## src/rtl/part_insp_pkg.sv

```systemverilog
// Shared encoding and defaults for the part learn/inspect controller.
// Latency: n/a (types and constants only).
// Backpressure: n/a.
// Contents: FSM state encoding, default widths, NO_PART marker and match limits.
package part_insp_pkg;

  localparam int DEF_DATA_W   = 12;
  localparam int DEF_ADDR_W   = 10;
  localparam int DEF_NO_PART  = 882;
  localparam int DEF_TOL      = 4;
  localparam int DEF_MAX_MISS = 8;
  localparam int DEF_LEN_TOL  = 2;
  localparam int DEF_MEM_LAT  = 2;

  typedef enum logic [2:0] {
    IDLE   = 3'd0,
    L_WAIT = 3'd1,
    L_CAP  = 3'd2,
    I_WAIT = 3'd3,
    I_CMP  = 3'd4,
    DRAIN  = 3'd5,
    DONE   = 3'd6
  } state_t;

endpackage

```

## src/rtl/insp_delay_pipe.sv

```systemverilog
// Delays a compare token {valid, sample, beyond_len} so it meets part_mem read data.
// Latency: DEPTH cycles from in_* to out_*.
// Backpressure: none; accepts a token every cycle, flush drops everything in flight.
// Ports: clk, rst_n, flush | in_vld/in_sample/in_beyond | out_vld/out_sample/out_beyond | any_vld
module insp_delay_pipe #(
  parameter int DATA_W = 12,
  parameter int DEPTH  = 2
) (
  input  logic              clk,
  input  logic              rst_n,
  input  logic              flush,
  input  logic              in_vld,
  input  logic [DATA_W-1:0] in_sample,
  input  logic              in_beyond,
  output logic              out_vld,
  output logic [DATA_W-1:0] out_sample,
  output logic              out_beyond,
  output logic              any_vld
);

  logic [DEPTH-1:0]  vld_q;
  logic [DEPTH-1:0]  bey_q;
  logic [DATA_W-1:0] smp_q [DEPTH];

  always_ff @(posedge clk or negedge rst_n) begin
    if (!rst_n) begin
      vld_q <= '0;
      bey_q <= '0;
      for (int i = 0; i < DEPTH; i++) smp_q[i] <= '0;
    end else if (flush) begin
      vld_q <= '0;
      bey_q <= '0;
      for (int i = 0; i < DEPTH; i++) smp_q[i] <= '0;
    end else begin
      vld_q[0] <= in_vld;
      bey_q[0] <= in_beyond;
      smp_q[0] <= in_sample;
      for (int i = 1; i < DEPTH; i++) begin
        vld_q[i] <= vld_q[i-1];
        bey_q[i] <= bey_q[i-1];
        smp_q[i] <= smp_q[i-1];
      end
    end
  end

  assign out_vld    = vld_q[DEPTH-1];
  assign out_beyond = bey_q[DEPTH-1];
  assign out_sample = smp_q[DEPTH-1];
  assign any_vld    = |vld_q;

endmodule

```

## src/rtl/part_inspect_ctrl.sv

```systemverilog
// Sequences ccd_reader and part_mem: LEARN stores one width per scan line, INSPECT compares live widths to it.
// Latency: mem outputs 1 cycle after ccd_valid; compare retires MEM_LAT cycles later; result after pipe drains.
// Backpressure: none; ccd_valid may strobe every cycle, ccd_en gates the reader between runs.
// Ports: clk, rst_n | learn_req, inspect_req, abort | ccd_data/ccd_valid/ccd_en
//        mem_addr/mem_wdata/mem_wren/mem_rden/mem_q | part_len, busy | result_valid/result_pass/miss_cnt | err_ovf
module part_inspect_ctrl
  import part_insp_pkg::*;
#(
  parameter int DATA_W   = DEF_DATA_W,
  parameter int ADDR_W   = DEF_ADDR_W,
  parameter int NO_PART  = DEF_NO_PART,
  parameter int TOL      = DEF_TOL,
  parameter int MAX_MISS = DEF_MAX_MISS,
  parameter int LEN_TOL  = DEF_LEN_TOL,
  parameter int MEM_LAT  = DEF_MEM_LAT
) (
  input  logic              clk,
  input  logic              rst_n,
  input  logic              learn_req,
  input  logic              inspect_req,
  input  logic              abort,
  input  logic [DATA_W-1:0] ccd_data,
  input  logic              ccd_valid,
  output logic              ccd_en,
  output logic [ADDR_W-1:0] mem_addr,
  output logic [DATA_W-1:0] mem_wdata,
  output logic              mem_wren,
  output logic              mem_rden,
  input  logic [DATA_W-1:0] mem_q,
  output logic [ADDR_W-1:0] part_len,
  output logic              busy,
  output logic              result_valid,
  output logic              result_pass,
  output logic [ADDR_W-1:0] miss_cnt,
  output logic              err_ovf
);

  localparam logic [DATA_W-1:0]        NO_PART_V  = DATA_W'(NO_PART);
  localparam logic signed [DATA_W:0]   TOL_V      = (DATA_W+1)'(TOL);
  localparam logic [ADDR_W-1:0]        MAX_MISS_V = ADDR_W'(MAX_MISS);
  localparam logic [ADDR_W+1:0]        LEN_TOL_V  = (ADDR_W+2)'(LEN_TOL);
  // Learn index of the last storable entry; the inspect line counter is one bit wider and saturates.
  localparam logic [ADDR_W:0]          IDX_LAST   = {1'b0, {ADDR_W{1'b1}}};
  localparam logic [ADDR_W:0]          IDX_SAT    = '1;
  localparam logic [ADDR_W-1:0]        MISS_SAT   = '1;

  state_t            state_q, state_d;
  logic [ADDR_W:0]   idx_q, idx_d;
  logic              ccd_en_d, mem_wren_d, mem_rden_d, res_vld_d, res_pass_d, err_ovf_d;
  logic [ADDR_W-1:0] mem_addr_d, part_len_d, miss_d;
  logic [DATA_W-1:0] mem_wdata_d;

  // Compare token issued alongside the read; flush drops it together with the pipe.
  logic              push_vld, push_beyond, flush;
  logic [DATA_W-1:0] push_sample;
  logic              front_vld, front_beyond;
  logic [DATA_W-1:0] front_sample;
  logic              pipe_vld, pipe_beyond, pipe_any;
  logic [DATA_W-1:0] pipe_sample;
  logic              cmp_busy;

  logic              is_line, is_no_part;
  logic signed [DATA_W:0] diff, adiff;
  logic              is_miss;
  logic [ADDR_W+1:0] lines_x, plen_x, len_diff;
  logic              verdict;

  assign is_no_part = ccd_valid && (ccd_data == NO_PART_V);
  assign is_line    = ccd_valid && (ccd_data != NO_PART_V) && (ccd_data != '0);

  insp_delay_pipe #(
    .DATA_W (DATA_W),
    .DEPTH  (MEM_LAT)
  ) u_pipe (
    .clk        (clk),
    .rst_n      (rst_n),
    .flush      (flush),
    .in_vld     (front_vld),
    .in_sample  (front_sample),
    .in_beyond  (front_beyond),
    .out_vld    (pipe_vld),
    .out_sample (pipe_sample),
    .out_beyond (pipe_beyond),
    .any_vld    (pipe_any)
  );

  assign cmp_busy = front_vld | pipe_any;

  // Samples and reference are unsigned; one extra bit makes the difference signed without wrap.
  assign diff    = $signed({1'b0, pipe_sample}) - $signed({1'b0, mem_q});
  assign adiff   = diff[DATA_W] ? -diff : diff;
  assign is_miss = pipe_vld && (pipe_beyond || (adiff > TOL_V));

  assign lines_x  = {1'b0, idx_q};
  assign plen_x   = {2'b00, part_len};
  assign len_diff = (lines_x >= plen_x) ? (lines_x - plen_x) : (plen_x - lines_x);
  assign verdict  = (miss_cnt <= MAX_MISS_V) && (len_diff <= LEN_TOL_V);

  assign busy = (state_q != IDLE);

  always_comb begin
    state_d     = state_q;
    idx_d       = idx_q;
    ccd_en_d    = ccd_en;
    mem_addr_d  = mem_addr;
    mem_wdata_d = mem_wdata;
    mem_wren_d  = 1'b0;
    mem_rden_d  = 1'b0;
    part_len_d  = part_len;
    err_ovf_d   = err_ovf;
    res_vld_d   = 1'b0;
    res_pass_d  = result_pass;
    miss_d      = miss_cnt;
    push_vld    = 1'b0;
    push_beyond = 1'b0;
    push_sample = '0;
    flush       = 1'b0;

    if (is_miss && (miss_cnt != MISS_SAT)) miss_d = miss_cnt + 1'b1;

    case (state_q)
      IDLE: begin
        if (learn_req) begin
          state_d   = L_WAIT;
          ccd_en_d  = 1'b1;
          err_ovf_d = 1'b0;
          idx_d     = '0;
        end else if (inspect_req) begin
          miss_d = '0;
          idx_d  = '0;
          if (part_len == '0) begin
            // Nothing learned: report fail without running the reader.
            state_d    = DONE;
            res_vld_d  = 1'b1;
            res_pass_d = 1'b0;
          end else begin
            state_d  = I_WAIT;
            ccd_en_d = 1'b1;
          end
        end
      end
      L_WAIT, L_CAP: begin
        if (is_line) begin
          mem_addr_d  = idx_q[ADDR_W-1:0];
          mem_wdata_d = ccd_data;
          mem_wren_d  = 1'b1;
          if (idx_q == IDX_LAST) begin
            // Memory full: the last slot is written but part_len saturates one below the slot count.
            err_ovf_d  = 1'b1;
            part_len_d = '1;
            ccd_en_d   = 1'b0;
            state_d    = IDLE;
          end else begin
            idx_d   = idx_q + 1'b1;
            state_d = L_CAP;
          end
        end else if ((state_q == L_CAP) && is_no_part) begin
          part_len_d = idx_q[ADDR_W-1:0];
          ccd_en_d   = 1'b0;
          state_d    = IDLE;
        end
      end
      I_WAIT, I_CMP: begin
        if (is_line) begin
          state_d     = I_CMP;
          push_vld    = 1'b1;
          push_sample = ccd_data;
          if (idx_q < {1'b0, part_len}) begin
            mem_rden_d = 1'b1;
            mem_addr_d = idx_q[ADDR_W-1:0];
          end else begin
            push_beyond = 1'b1;
          end
          if (idx_q != IDX_SAT) idx_d = idx_q + 1'b1;
        end else if ((state_q == I_CMP) && is_no_part) begin
          ccd_en_d = 1'b0;
          state_d  = DRAIN;
        end
      end
      DRAIN: begin
        if (!cmp_busy) begin
          state_d    = DONE;
          res_vld_d  = 1'b1;
          res_pass_d = verdict;
        end
      end
      DONE: begin
        state_d = IDLE;
      end
      default: begin
        state_d = IDLE;
      end
    endcase

    if (abort) begin
      state_d     = IDLE;
      idx_d       = idx_q;
      ccd_en_d    = 1'b0;
      mem_wren_d  = 1'b0;
      mem_rden_d  = 1'b0;
      part_len_d  = part_len;
      err_ovf_d   = err_ovf;
      res_vld_d   = 1'b0;
      res_pass_d  = result_pass;
      miss_d      = miss_cnt;
      push_vld    = 1'b0;
      flush       = 1'b1;
    end
  end

  always_ff @(posedge clk or negedge rst_n) begin
    if (!rst_n) begin
      state_q      <= IDLE;
      idx_q        <= '0;
      ccd_en       <= 1'b0;
      mem_addr     <= '0;
      mem_wdata    <= '0;
      mem_wren     <= 1'b0;
      mem_rden     <= 1'b0;
      part_len     <= '0;
      err_ovf      <= 1'b0;
      result_valid <= 1'b0;
      result_pass  <= 1'b0;
      miss_cnt     <= '0;
      front_vld    <= 1'b0;
      front_beyond <= 1'b0;
      front_sample <= '0;
    end else begin
      state_q      <= state_d;
      idx_q        <= idx_d;
      ccd_en       <= ccd_en_d;
      mem_addr     <= mem_addr_d;
      mem_wdata    <= mem_wdata_d;
      mem_wren     <= mem_wren_d;
      mem_rden     <= mem_rden_d;
      part_len     <= part_len_d;
      err_ovf      <= err_ovf_d;
      result_valid <= res_vld_d;
      result_pass  <= res_pass_d;
      miss_cnt     <= miss_d;
      front_vld    <= push_vld;
      front_beyond <= push_beyond;
      front_sample <= push_sample;
    end
  end

endmodule

```

## config.mk

```make
export PLATFORM = sky130hd
export DESIGN_NAME = part_inspect_ctrl
export DESIGN_NICKNAME = d
export VERILOG_FILES = /design/src/rtl/part_insp_pkg.sv /design/src/rtl/insp_delay_pipe.sv /design/src/rtl/part_inspect_ctrl.sv
export SDC_FILE = /design/constraint.sdc
export NUM_CORES = 1
export LEC_CHECK = 0
export CAP_MARGIN = 20
export CORE_ASPECT_RATIO = 0.6
export CORE_MARGIN = 3
export CORE_UTILIZATION = 25
export CTS_CLUSTER_DIAMETER = 40
export DETAILED_ROUTE_END_ITERATION = 12
export PLACE_DENSITY_LB_ADDON = 0.2
export SYNTH_ARGS = -nofsm -noshare
export SYNTH_HDL_FRONTEND = slang
export SYNTH_SLANG_ARGS = --single-unit
```

## constraint.sdc

```tcl
create_clock -name clk -period 4.53 [get_ports clk]
set_clock_uncertainty 0.15 [all_clocks]
set_input_delay 0.453 -clock clk [delete_from_list [all_inputs] [get_ports clk]]
set_output_delay 0.453 -clock clk [all_outputs]
set_load 0.02 [all_outputs]
```

==> reports/metrics.cfg <==
[drt]
wl_met2_um = 6788
drtPass1Iterations = 5
wire_per_inst_um = 16.31
drt_iter0_markers = 398
m1WireLength_um = 10650
num_vias = 5481
via_per_inst = 4.779
met3_length_um = 1115
drtAntennaViolNets = 0
routed.top_layer = met4
wl_um = 18700
drc = 0

[pwr]
clkPwrFrac_pct = 23.4
p_switching_w = 0.001384
combPwrFrac_pct = 41.9
peakVddDrop_v = 0.0002386
internal_power_w = 0.002214
power_density_mw_per_mm2 = 443.7
p_seq_share_pct = 34.6
swShare_pct = 38.46
leakage_nw = 3.569

[timing]
tns_ns = 0
final_hold_viol_count = 0
slew_headroom_pct = 30.52
rsz0062_at_grt = no
maxSlewViolCount = 0
min_period_over_period_pct = 89.96
worstMarginPinSlew_ns = 1.038
finalWorstPathRequiredPeriod_ns = 4.075
max_freq_mhz = 245.4
finalSetupViolCount = 0

[synth]
ys_types = 74
ys.flop_type = dfrtp_1
synth-async-reset-ratio_pct = 100.0
ys_seq_area_share_pct = 39.64
syn_inst = 715
syn-num-nets = 784
avgSynthCellArea_um2 = 9.182
synth-edff-count = 0
synth_area_mm2 = 0.006565
ys_ff_latch = 104
yosysWarnings = 0

[worst_setup_path]
path_class = input port to register
worstSetupEndpointType = register
worstPathRequired_ns = 4.68
crit_chain = clkdlybuf4s50_1 > ha_1 > fa_1 > and2b_1 > o21ai_2 > a211oi_4 > a21bo_1 > or3_4 > or4b_1 > o31ai_2 > buf_4 > nor3_1 > a211o_1 > nand2_1
path_max_fanout = 11
slowest_stage = or4b_1
critPathArrivalTime_ns = 4.22
crit_path_start_kind = input port
cp_slowest_stage_delay_ns = 0.49

[floorplanning]
initial_core_util_pct = 25.68
die_h_um = 131.5
num_rows = 45
die_area_mm2 = 0.02830
io_pins = 79
die_x_um = 215.2
coreArea_mm2 = 0.02556

[clock_network]
clk_pin_slew_ns = 0.07
cts_setup_buffers = 0
clockBufferDepth = 2
numCtsBuffers = 9
cts-root-buf = clkbuf_16
cts_tree = built
h-tree-depth = 3
clkLatencyLatePin_ns = 0.36
cts.sinks = 104

[grt]
grt_pass1_vias = 5315
antenna_found_initial = 0
grt_use_total_pct = 13.51
grt_max_degree = 45
grt-ovfl-total = 0
grt_pass1_wl_um = 30550

[layout]
drive_above_1_share_pct = 9.308
diodes = 0
utilization_pct = 31.72
area_growth_pct = 23.52
layout_common_cells = dfrtp_1 (104), clkdlybuf4s50_1 (76), inv_1 (56)
final_common_cell = dfrtp_1
fillerInstances = 2705
layout.nets = 859

[placed_design]
dp_hpwl_um = 14130
gp_congestion = 0.8934
numPortBuffers = 78

[hold_path]
holdCritPathClass = register to register

[run]
maxCapViolCount = 0

[outcome]
status = finished, final reports clean

==> final timing paths <==
check / start / endpoint / slack, ns / cells after the start
worst max-delay path: mem_q[0] / miss_cnt[7] / 0.45 / 14
min in group asynchronous: rst_n / mem_addr[8] / 0.44 / 2
worst min register to register: u_pipe.smp_q[22] / u_pipe.out_sample[10] / 0.31 / 1
max in group asynchronous: rst_n / u_pipe.out_sample[4] / 2.90 / 3
worst max register to register: u_pipe.out_sample[0] / miss_cnt[7] / 0.47 / 14
worst min-delay path: u_pipe.smp_q[22] / u_pipe.out_sample[10] / 0.31 / 1
==> state kept, by name (all words and copies together) (netlist names) <==
signal,count
state_q,3
mem_rden,1
result_pass,1
u_pipe.out_sample,12
front_sample,12
front_beyond,1
mem_wren,1
result_valid,1
u_pipe.smp_q,12
miss_cnt,10
front_vld,1
idx_q,11
ccd_en,1
err_ovf,1
u_pipe.vld_q,2
mem_addr,10
mem_wdata,12
part_len,10
u_pipe.bey_q,2
==> layout make-up <==
cell class	instances	area (um2)	area share, %
Multi-Input combinational cell	519	3601	44.41
Inverter	56	210.2	2.592
Clock buffer	10	239.0	2.947
Tap cell	352	440.4	5.431
Timing Repair Buffer	100	940.9	11.60
Sequential cell	104	2603	32.09
Clock inverter	6	75.07	0.9258
==> kinds of logic after synthesis <==
logic type               synth area share (%)
AND/OR/NAND/NOR                         20.51
AO/OA/AOI/OAI                           19.40
flip-flops                              39.64
buffers and inverters                   5.508
adder cells (fa/ha/maj)                 7.776
multiplexers                            5.031
XOR/XNOR                                2.135
==> per-stage QoR <==
stage | area (um2) | worst slack, ns | power (W) | instances | hold slack [ns]
finish | 8109 | 0.4546 | 0.003598 | 1147 | 0.3127
global route | 8109 | 0.03091 | 0.003864 | 1147 | 0.3257
CTS | 8109 | 0.4770 | 0.003646 | 1147 | 0.3164
detailed placement | 7785 | 0.09308 | 0.002764 | 1130 | 0.2985
global placement | 7785 | 0.1359 | 0.002782 | 1130 | 0.2932
floorplan | 6565 | 0.7651 | 0.002185 | 715 | 0.007409
==> critical path: cells and delay by family <==
| kind | cells | cell delay (ns) |
|---|---|---|
| buffers and inverters | 2 | 0.61 |
| AND/OR/NAND/NOR | 5 | 1.32 |
| adder cells (fa/ha/maj) | 2 | 0.63 |
| AO/OA/AOI/OAI | 5 | 1.20 |
==> power by group through the flow <==
stage / Combinational [W] / Sequential (W) / Clock, W
after floorplan: 0.000843 / 0.00134 / 0
after global placement: 0.00152 / 0.00126 / 0
after detailed placement: 0.00150 / 0.00126 / 0
after CTS: 0.00151 / 0.00125 / 0.000885
after global routing: 0.00167 / 0.00128 / 0.000917
final: 0.00151 / 0.00125 / 0.000843
==> routing by layer <==
| layer | GRT usage [%] | vias to the layer above |
|---|---|---|
| met3 | 3.582 | 11 |
| met4 | 2.530 | 0 |
| met2 | 16.76 | 135 |
| met5 | 0 | - |
| met1 | 22.42 | 2630 |
| li1 | - | 2705 |
==> synthesized netlist by cell type (5+ instances only) <==
master | instances | area share [%]
o21a_1 | 7 | 0.80
ha_1 | 36 | 6.9
or3_1 | 12 | 1.1
mux2_2 | 24 | 4.1
nor3_1 | 24 | 1.8
nand3_1 | 21 | 1.6
and3_1 | 7 | 0.67
xor2_1 | 7 | 0.93
clkbuf_1 | 30 | 1.7
nand2b_1 | 7 | 0.67
mux2i_1 | 6 | 0.91
o31ai_1 | 6 | 0.69
nor4_1 | 11 | 1.0
dfrtp_1 | 104 | 40
a21o_1 | 10 | 1.1
nand2_1 | 41 | 2.3
a211o_1 | 10 | 1.3
nor2_1 | 40 | 2.3
and2_1 | 16 | 1.5
o22a_1 | 12 | 1.6
o21ai_1 | 7 | 0.53
nor3b_1 | 5 | 0.57
a31oi_1 | 9 | 0.86
inv_1 | 56 | 3.2
o21ai_0 | 38 | 2.9
a21oi_1 | 37 | 2.8
nand4_1 | 9 | 0.86
xnor2_1 | 9 | 1.2
nor2b_1 | 38 | 3.6
==> what timing repair did <==
action | 4_1_cts | 5_1_grt
hold buffers | 1 | 0
resized for setup | 0 | 0
endpoints found under the setup margin | 0 | 0
hold endpoints to repair | 32 | 0
Note: power is estimated with default switching activity, not from simulation.
